File: src/rtl/multi_pulse_generator.sv
// -----------------------------------------------------------------------------
// multi_pulse_generator
//
// Programmable multi-channel pulse source for TDC characterisation. An accepted
// start latches a frame period, a burst length and, per channel, a delay, a
// pulse width and an enable. Each frame, channel i pulses high for width[i]
// cycles beginning delay[i] cycles after the frame start. The block runs for
// burst_count frames (0 = until stopped).
//
// Ports:
//   clk          system clock, rising edge
//   reset        synchronous reset, active low
//   start        run request, honoured only while idle
//   stop         abort request, honoured in any state (wins over start)
//   period       frame length in cycles (must be >= 2)
//   burst_count  frames per run, 0 = continuous
//   delay        per-channel offset from frame start, channel i at [i*CW +: CW]
//   width        per-channel pulse width, channel i at [i*WW +: WW]
//   ch_enable    per-channel enable
//   pulse        registered pulse outputs
//   busy         high while a run is in progress
//   done         one-cycle strobe when a burst completes normally
//   cfg_err      one-cycle strobe when a start is rejected (period < 2)
//   frame_cnt    frames completed in the current or most recent run
//
// state | meaning
// ------+---------------------------------------------------------------
// IDLE  | waiting for start; outputs quiet, frame_cnt holds last result
// RUN   | phase counter sweeps 0..period-1 each frame, pulses generated
// -----------------------------------------------------------------------------
module multi_pulse_generator #(
    parameter int NCH = 4,
    parameter int CW  = 32,
    parameter int WW  = 8,
    parameter int BW  = 16
) (
    input  logic              clk,
    input  logic              reset,
    input  logic              start,
    input  logic              stop,
    input  logic [CW-1:0]     period,
    input  logic [BW-1:0]     burst_count,
    input  logic [NCH*CW-1:0] delay,
    input  logic [NCH*WW-1:0] width,
    input  logic [NCH-1:0]    ch_enable,
    output logic [NCH-1:0]    pulse,
    output logic              busy,
    output logic              done,
    output logic              cfg_err,
    output logic [BW-1:0]     frame_cnt
);

    typedef enum logic {
        ST_IDLE = 1'b0,
        ST_RUN  = 1'b1
    } state_t;

    localparam logic [CW-1:0] CW_ONE = CW'(1);
    localparam logic [CW-1:0] CW_TWO = CW'(2);
    localparam logic [BW-1:0] BW_ONE = BW'(1);

    state_t              state_q,     state_d;
    logic [CW-1:0]       period_q,    period_d;
    logic [BW-1:0]       burst_q,     burst_d;
    logic [NCH*CW-1:0]   delay_q,     delay_d;
    logic [NCH*WW-1:0]   width_q,     width_d;
    logic [NCH-1:0]      enable_q,    enable_d;
    logic [CW-1:0]       phase_q,     phase_d;
    logic [BW-1:0]       frame_cnt_q, frame_cnt_d;
    logic [NCH-1:0]      pulse_q,     pulse_d;
    logic                busy_q,      busy_d;
    logic                done_q,      done_d;
    logic                cfg_err_q,   cfg_err_d;

    logic                last_phase;
    logic [BW-1:0]       frame_next;

    // Window test done one bit wider than the phase so that delay + width can
    // never wrap around and re-open the window at small phases.
    function automatic logic chan_hit(
        input logic [CW-1:0] ph,
        input logic [CW-1:0] dly,
        input logic [WW-1:0] wid,
        input logic          en
    );
        logic [CW:0] ph_x;
        logic [CW:0] lo;
        logic [CW:0] hi;
        ph_x = {1'b0, ph};
        lo   = {1'b0, dly};
        hi   = lo + (CW+1)'(wid);
        return en && (ph_x >= lo) && (ph_x < hi);
    endfunction

    assign last_phase = (phase_q == (period_q - CW_ONE));
    assign frame_next = frame_cnt_q + BW_ONE;

    always_comb begin
        state_d     = state_q;
        period_d    = period_q;
        burst_d     = burst_q;
        delay_d     = delay_q;
        width_d     = width_q;
        enable_d    = enable_q;
        phase_d     = phase_q;
        frame_cnt_d = frame_cnt_q;
        pulse_d     = '0;
        busy_d      = busy_q;
        done_d      = 1'b0;
        cfg_err_d   = 1'b0;

        case (state_q)
            ST_IDLE: begin
                // stop has priority: a simultaneous start is dropped silently
                if (start && !stop) begin
                    if (period >= CW_TWO) begin
                        period_d    = period;
                        burst_d     = burst_count;
                        delay_d     = delay;
                        width_d     = width;
                        enable_d    = ch_enable;
                        phase_d     = '0;
                        frame_cnt_d = '0;
                        busy_d      = 1'b1;
                        state_d     = ST_RUN;
                    end else begin
                        cfg_err_d = 1'b1;
                    end
                end
            end

            ST_RUN: begin
                if (stop) begin
                    busy_d  = 1'b0;
                    state_d = ST_IDLE;
                end else begin
                    for (int i = 0; i < NCH; i++) begin
                        pulse_d[i] = chan_hit(phase_q,
                                              delay_q[i*CW +: CW],
                                              width_q[i*WW +: WW],
                                              enable_q[i]);
                    end
                    if (last_phase) begin
                        phase_d     = '0;
                        frame_cnt_d = frame_next;
                        // burst_q == 0 is continuous; frame_cnt then wraps freely
                        if ((burst_q != '0) && (frame_next == burst_q)) begin
                            done_d  = 1'b1;
                            busy_d  = 1'b0;
                            state_d = ST_IDLE;
                        end
                    end else begin
                        phase_d = phase_q + CW_ONE;
                    end
                end
            end

            default: begin
                state_d = ST_IDLE;
                busy_d  = 1'b0;
            end
        endcase
    end

    always_ff @(posedge clk) begin
        if (!reset) begin
            state_q     <= ST_IDLE;
            period_q    <= '0;
            burst_q     <= '0;
            delay_q     <= '0;
            width_q     <= '0;
            enable_q    <= '0;
            phase_q     <= '0;
            frame_cnt_q <= '0;
            pulse_q     <= '0;
            busy_q      <= 1'b0;
            done_q      <= 1'b0;
            cfg_err_q   <= 1'b0;
        end else begin
            state_q     <= state_d;
            period_q    <= period_d;
            burst_q     <= burst_d;
            delay_q     <= delay_d;
            width_q     <= width_d;
            enable_q    <= enable_d;
            phase_q     <= phase_d;
            frame_cnt_q <= frame_cnt_d;
            pulse_q     <= pulse_d;
            busy_q      <= busy_d;
            done_q      <= done_d;
            cfg_err_q   <= cfg_err_d;
        end
    end

    assign pulse     = pulse_q;
    assign busy      = busy_q;
    assign done      = done_q;
    assign cfg_err   = cfg_err_q;
    assign frame_cnt = frame_cnt_q;

endmodule

File: config.mk
export PLATFORM = sky130hd
export DESIGN_NAME = multi_pulse_generator
export DESIGN_NICKNAME = d
export VERILOG_FILES = /design/src/rtl/multi_pulse_generator.sv
export SDC_FILE = /design/constraint.sdc
export NUM_CORES = 1
export LEC_CHECK = 0
export ABC_AREA = 1
export BUFFER_PORTS_ARGS = -buffer_cell sky130_fd_sc_hd__buf_4
export CORE_UTILIZATION = 66
export CTS_BUF_LIST = sky130_fd_sc_hd__clkbuf_8
export DETAILED_ROUTE_END_ITERATION = 7
export PLACE_DENSITY = 0.95
export SYNTH_ARGS = -nofsm -noshare
export SYNTH_HDL_FRONTEND = slang
export SYNTH_SLANG_ARGS = --single-unit
File: constraint.sdc
create_clock -name clk -period 9.5 [get_ports clk]
set_clock_uncertainty 0.15 [all_clocks]
set_input_delay 0.475 -clock clk [delete_from_list [all_inputs] [get_ports clk]]
set_output_delay 0.475 -clock clk [all_outputs]
set_load 0.03 [all_outputs]
==> reports/summary.txt <==
WORST HOLD PATH
-------------------------------------------------------------------------------------------------
Path type of the worst min-delay path ..............................................       in2reg
Worst Min Path Start ...............................................................    delay[91]
Hold EP ............................................................................  delay_q[91]
Worst Hold Path Cells ..............................................................            3

WORST SETUP PATH
-------------------------------------------------------------------------------------------------
Type of the worst setup path .......................................................       in2reg
Maximum fanout along the worst path ................................................          241
Endpoint of the lowest-slack register-to-register path .............................     pulse[2]
Register-to-register path setup slack ..............................................      5.43 ns
Critical Path Source Type .......................................................... primary input
Cells traversed along the worst timing path ........................................ dlygate4sd3_1 > buf_4 > nor4_1 > nand4_1 > nor2_1 > nand3_1 > nand2_1 > nor2_4 > buf_4 > inv_8 > buf_12 > o21ai_0 > a21oi_1
Worst flop-to-flop path startpoint .................................................  delay_q[64]
Critical Path RT ...................................................................      9.86 ns
Max stage delay cell, worst path ................................................... sky130_fd_sc_hd__buf_12
Worst reg2reg path depth ...........................................................           21
Endpoint kind of the worst setup timing path .......................................    flip-flop
Data arrival at the endpoint of the critical path ..................................      4.53 ns
Slowest cell delay on critical path ................................................      0.72 ns
CP most frequent cell .............................................................. sky130_fd_sc_hd__buf_4

CTS
-------------------------------------------------------------------------------------------------
Root buffer selected by CTS ........................................................ sky130_fd_sc_hd__clkbuf_8
Clock Latency Late Sink ............................................................      0.61 ns
Number of H-tree branching levels ..................................................            2
Sink count of the clock tree .......................................................          268
Clock Path Buffers .................................................................            3
TritonCTS clock tree ...............................................................          yes
Post-CTS Resized ...................................................................            0
Clk pin slew, worst setup/hold paths ...............................................      0.06 ns
CTS Buf Count ......................................................................           48

GLOBAL ROUTE
-------------------------------------------------------------------------------------------------
Antenna violations before repair ...................................................            3
Routing usage on met3 ..............................................................       0.0819
Total congestion overflow after global routing .....................................            0
Wire length of the first global-routing pass .......................................   111,000 um
Largest net degree at the start of global routing ..................................          242
Met1 routing resource usage after global routing ...................................        0.497
Vias in the first global route .....................................................       22,100
Global routing's busiest layer .....................................................         met2
Met2 track demand over resource in global routing ..................................        0.703
Overall Global Routing Usage .......................................................        0.421

TIMING
-------------------------------------------------------------------------------------------------
Final Max Tran Viols ...............................................................            0
Final hold violation count .........................................................            0
Relative slew slack ................................................................        0.147
Transition time at the pin with the least slew margin ..............................      1.28 ns
Final worst-path cycle share .......................................................        0.439
Total Neg Setup Slack ..............................................................         0 ns
Period minus WS final ..............................................................      4.17 ns
Setup repair after global routing missed its margin ................................           no
Achievable frequency ...............................................................    0.240 GHz
Setup violation total in the final timing report ...................................            0

POWER
-------------------------------------------------------------------------------------------------
Peak ir drop on the vdd network ....................................................   0.000135 V
Clock share of power ...............................................................        0.372
Flop pwr share .....................................................................        0.396
Switching Share ....................................................................        0.329
Total power density per cell area ..................................................  129 mW/mm^2
Internal Pwr Total .................................................................      2.15 mW
P_leak .............................................................................      11.6 nW
Fraction of power consumed by combinational cells ..................................        0.232
Power spent charging and discharging nets ..........................................      1.06 mW

DETAILED ROUTING
-------------------------------------------------------------------------------------------------
Number of nets with antenna violations after detailed routing ......................            0
Routed WL per cell .................................................................      18.7 um
Post-detailed-route via-to-cell ratio ..............................................         6.13
Detailed-router iteration count before antenna repair ..............................            8
Detailed-route wire length .........................................................    70,900 um
Iteration-0 DRC Markers ............................................................        2,356
DRC Markers ........................................................................            0
Routed vias ........................................................................       23,200

FINISH
-------------------------------------------------------------------------------------------------
Area growth syn-to-layout ..........................................................        18.6%
Fraction of final layout cells sized beyond drive strength 1 .......................        0.108
Number of nets in the final layout .................................................        3,860
Number of non-filler instances in the completed layout .............................        3,793
Fillers ............................................................................        2,071

SYNTHESIS
-------------------------------------------------------------------------------------------------
Library cell occupying the most area in the post-synthesis netlist ................. sky130_fd_sc_hd__dfxtp_1
Top cell type's share of synthesized area ..........................................        0.255
Post-synth EDFFs ...................................................................            0
Number of distinct library cell variants in the gate-level netlist after synthesis .           53
Primary FF master, synth ........................................................... sky130_fd_sc_hd__dfxtp_1
Flop and latch count out of synthesis ..............................................          268
Area of the mapped netlist .........................................................  0.0210 mm^2
Most instantiated cells after synthesis ............................................ sky130_fd_sc_hd__nand2_1 (543), sky130_fd_sc_hd__nor2_1 (380), sky130_fd_sc_hd__inv_1 (321), sky130_fd_sc_hd__a21oi_1 (320), sky130_fd_sc_hd__ha_1 (287)
Post-Synthesis Mean Instance Area ..................................................    6.87 um^2
Number of instances in the synthesized netlist .....................................        3,058
Net count after synthesis ..........................................................        3,565
Largest cells by area after synthesis .............................................. sky130_fd_sc_hd__dfxtp_1 (26%), sky130_fd_sc_hd__ha_1 (17%), sky130_fd_sc_hd__nand2_1 (9.7%)
Sequential area share after synthesis ..............................................        0.255
FFs w/ async S/R, synth ............................................................            0
Dominant cell by count in the synthesized netlist .................................. sky130_fd_sc_hd__nand2_1
Yosys warning total ................................................................            0

PLACEMENT
-------------------------------------------------------------------------------------------------
Global placement routability congestion ............................................        0.988
Detail Placement HPWL ..............................................................    48,400 um
Number of cells after detailed placement ...........................................        3,618
Number of port buffers .............................................................          238

FLOORPLAN
-------------------------------------------------------------------------------------------------
Die Area ...........................................................................  0.0326 mm^2
Top-Level Pins .....................................................................          239
Chip Height ........................................................................       180 um
Core Footprint .....................................................................  0.0310 mm^2
Die X-Extent .......................................................................       180 um
Number of cell rows ................................................................           64
Initial Util .......................................................................        0.678

JOB
-------------------------------------------------------------------------------------------------
Max-cap violations .................................................................            0

RUN STATUS
-------------------------------------------------------------------------------------------------
Result of the run .................................................................. complete, no violations

-- flip-flops by register name (all words and copies together) (netlist names) --
name       count
pulse          4
enable_q       4
busy           1
state_q        1
delay_q      128
done           1
burst_q       16
frame_cnt     16
width_q       32
phase_q       32
cfg_err        1
period_q      32
-- final cells by class --
cell class	instances	area, um^2	area share
tap	396	495	0.0199
multi-input combinational	2377	14100	0.564
inverter	325	1230	0.0493
timing repair buffer	333	2720	0.109
antenna	5	12.5	0.000502
sequential	268	5370	0.215
clock buffer	65	895	0.0359
clock inverter	24	160	0.00643
-- power groups by stage --
stage	Sequential [mW]	Clock, mW	Combinational, mW
floorplan	1.28	0	0.472
global route	1.28	1.25	0.825
finish	1.27	1.19	0.745
detailed placement	1.29	0	0.688
global placement	1.29	0	0.658
CTS	1.27	1.19	0.721
-- stage by stage --
step                      instance area [um^2]  worst slack (ns)   util  total power, mW  hold slack, ns
after detailed placement                 23000              5.53  0.744             1.98           0.314
after global placement                   23000              5.71  0.744             1.95           0.297
final                                    24900              5.33  0.804             3.21         0.00741
after CTS                                24900              5.53  0.804             3.18         0.00101
after floorplan                          21000              6.26      -             1.75           0.274
after global routing                     24900              5.05  0.804             3.35          0.0126
-- worst max-delay path by stage --
stage / startpoint / endpoint
4_1_cts: delay_q[2] / pulse[0]
3_5_place_dp: period[24] / delay_q[70]
3_3_place_gp: delay_q[2] / pulse[0]
2_1_floorplan: delay_q[2] / pulse[0]
6_report: period[24] / delay_q[69]
5_1_grt: period[24] / delay_q[69]
-- cell usage in the layout (no fill, tap or decap), types with 65 or more instances in the layout --
cell type / count
sky130_fd_sc_hd__xor2_1: 142
sky130_fd_sc_hd__nand3_1: 132
sky130_fd_sc_hd__o21ai_0: 255
sky130_fd_sc_hd__nand4_1: 68
sky130_fd_sc_hd__nor2_1: 379
sky130_fd_sc_hd__a21oi_1: 320
sky130_fd_sc_hd__ha_1: 287
sky130_fd_sc_hd__inv_1: 332
sky130_fd_sc_hd__dfxtp_1: 268
sky130_fd_sc_hd__nor3_1: 77
sky130_fd_sc_hd__nand2_1: 543
sky130_fd_sc_hd__clkbuf_8: 65
sky130_fd_sc_hd__dlygate4sd3_1: 81
sky130_fd_sc_hd__buf_4: 251
-- routing by layer --
metal  vias to the layer above  share of wire
li1                      10900              -
met1                     10600           0.38
met2                      1373           0.45
met3                       352           0.10
met4                         0          0.068
met5                         -              0
-- cell families (layout without fill, tap and decap cells) --
| group | Yosys count | after routing | synth area share |
|---|---|---|---|
| compound gates | 638 | 638 | 0.160 |
| xor+xnor | 168 | 168 | 0.0713 |
| fa+ha+maj | 291 | 291 | 0.175 |
| buf+inv | 413 | 747 | 0.0766 |
| flops | 268 | 268 | 0.255 |
| other cells | 0 | 5 | 0 |
| simple gates | 1280 | 1280 | 0.263 |
-- what timing repair did --
item,in CTS,in global routing
setup buffers,0,0
hold buffers,81,0
endpoints found under the hold margin,81,0
-- critical path: cells and delay by family --
family,cells,cell delay (ns)
buffers and inverters,5,2.26
and+or+nand+nor,6,1.06
AOI/OAI and AO/OA,2,0.57
No activity file was read; power rests on OpenSTA's default activity.
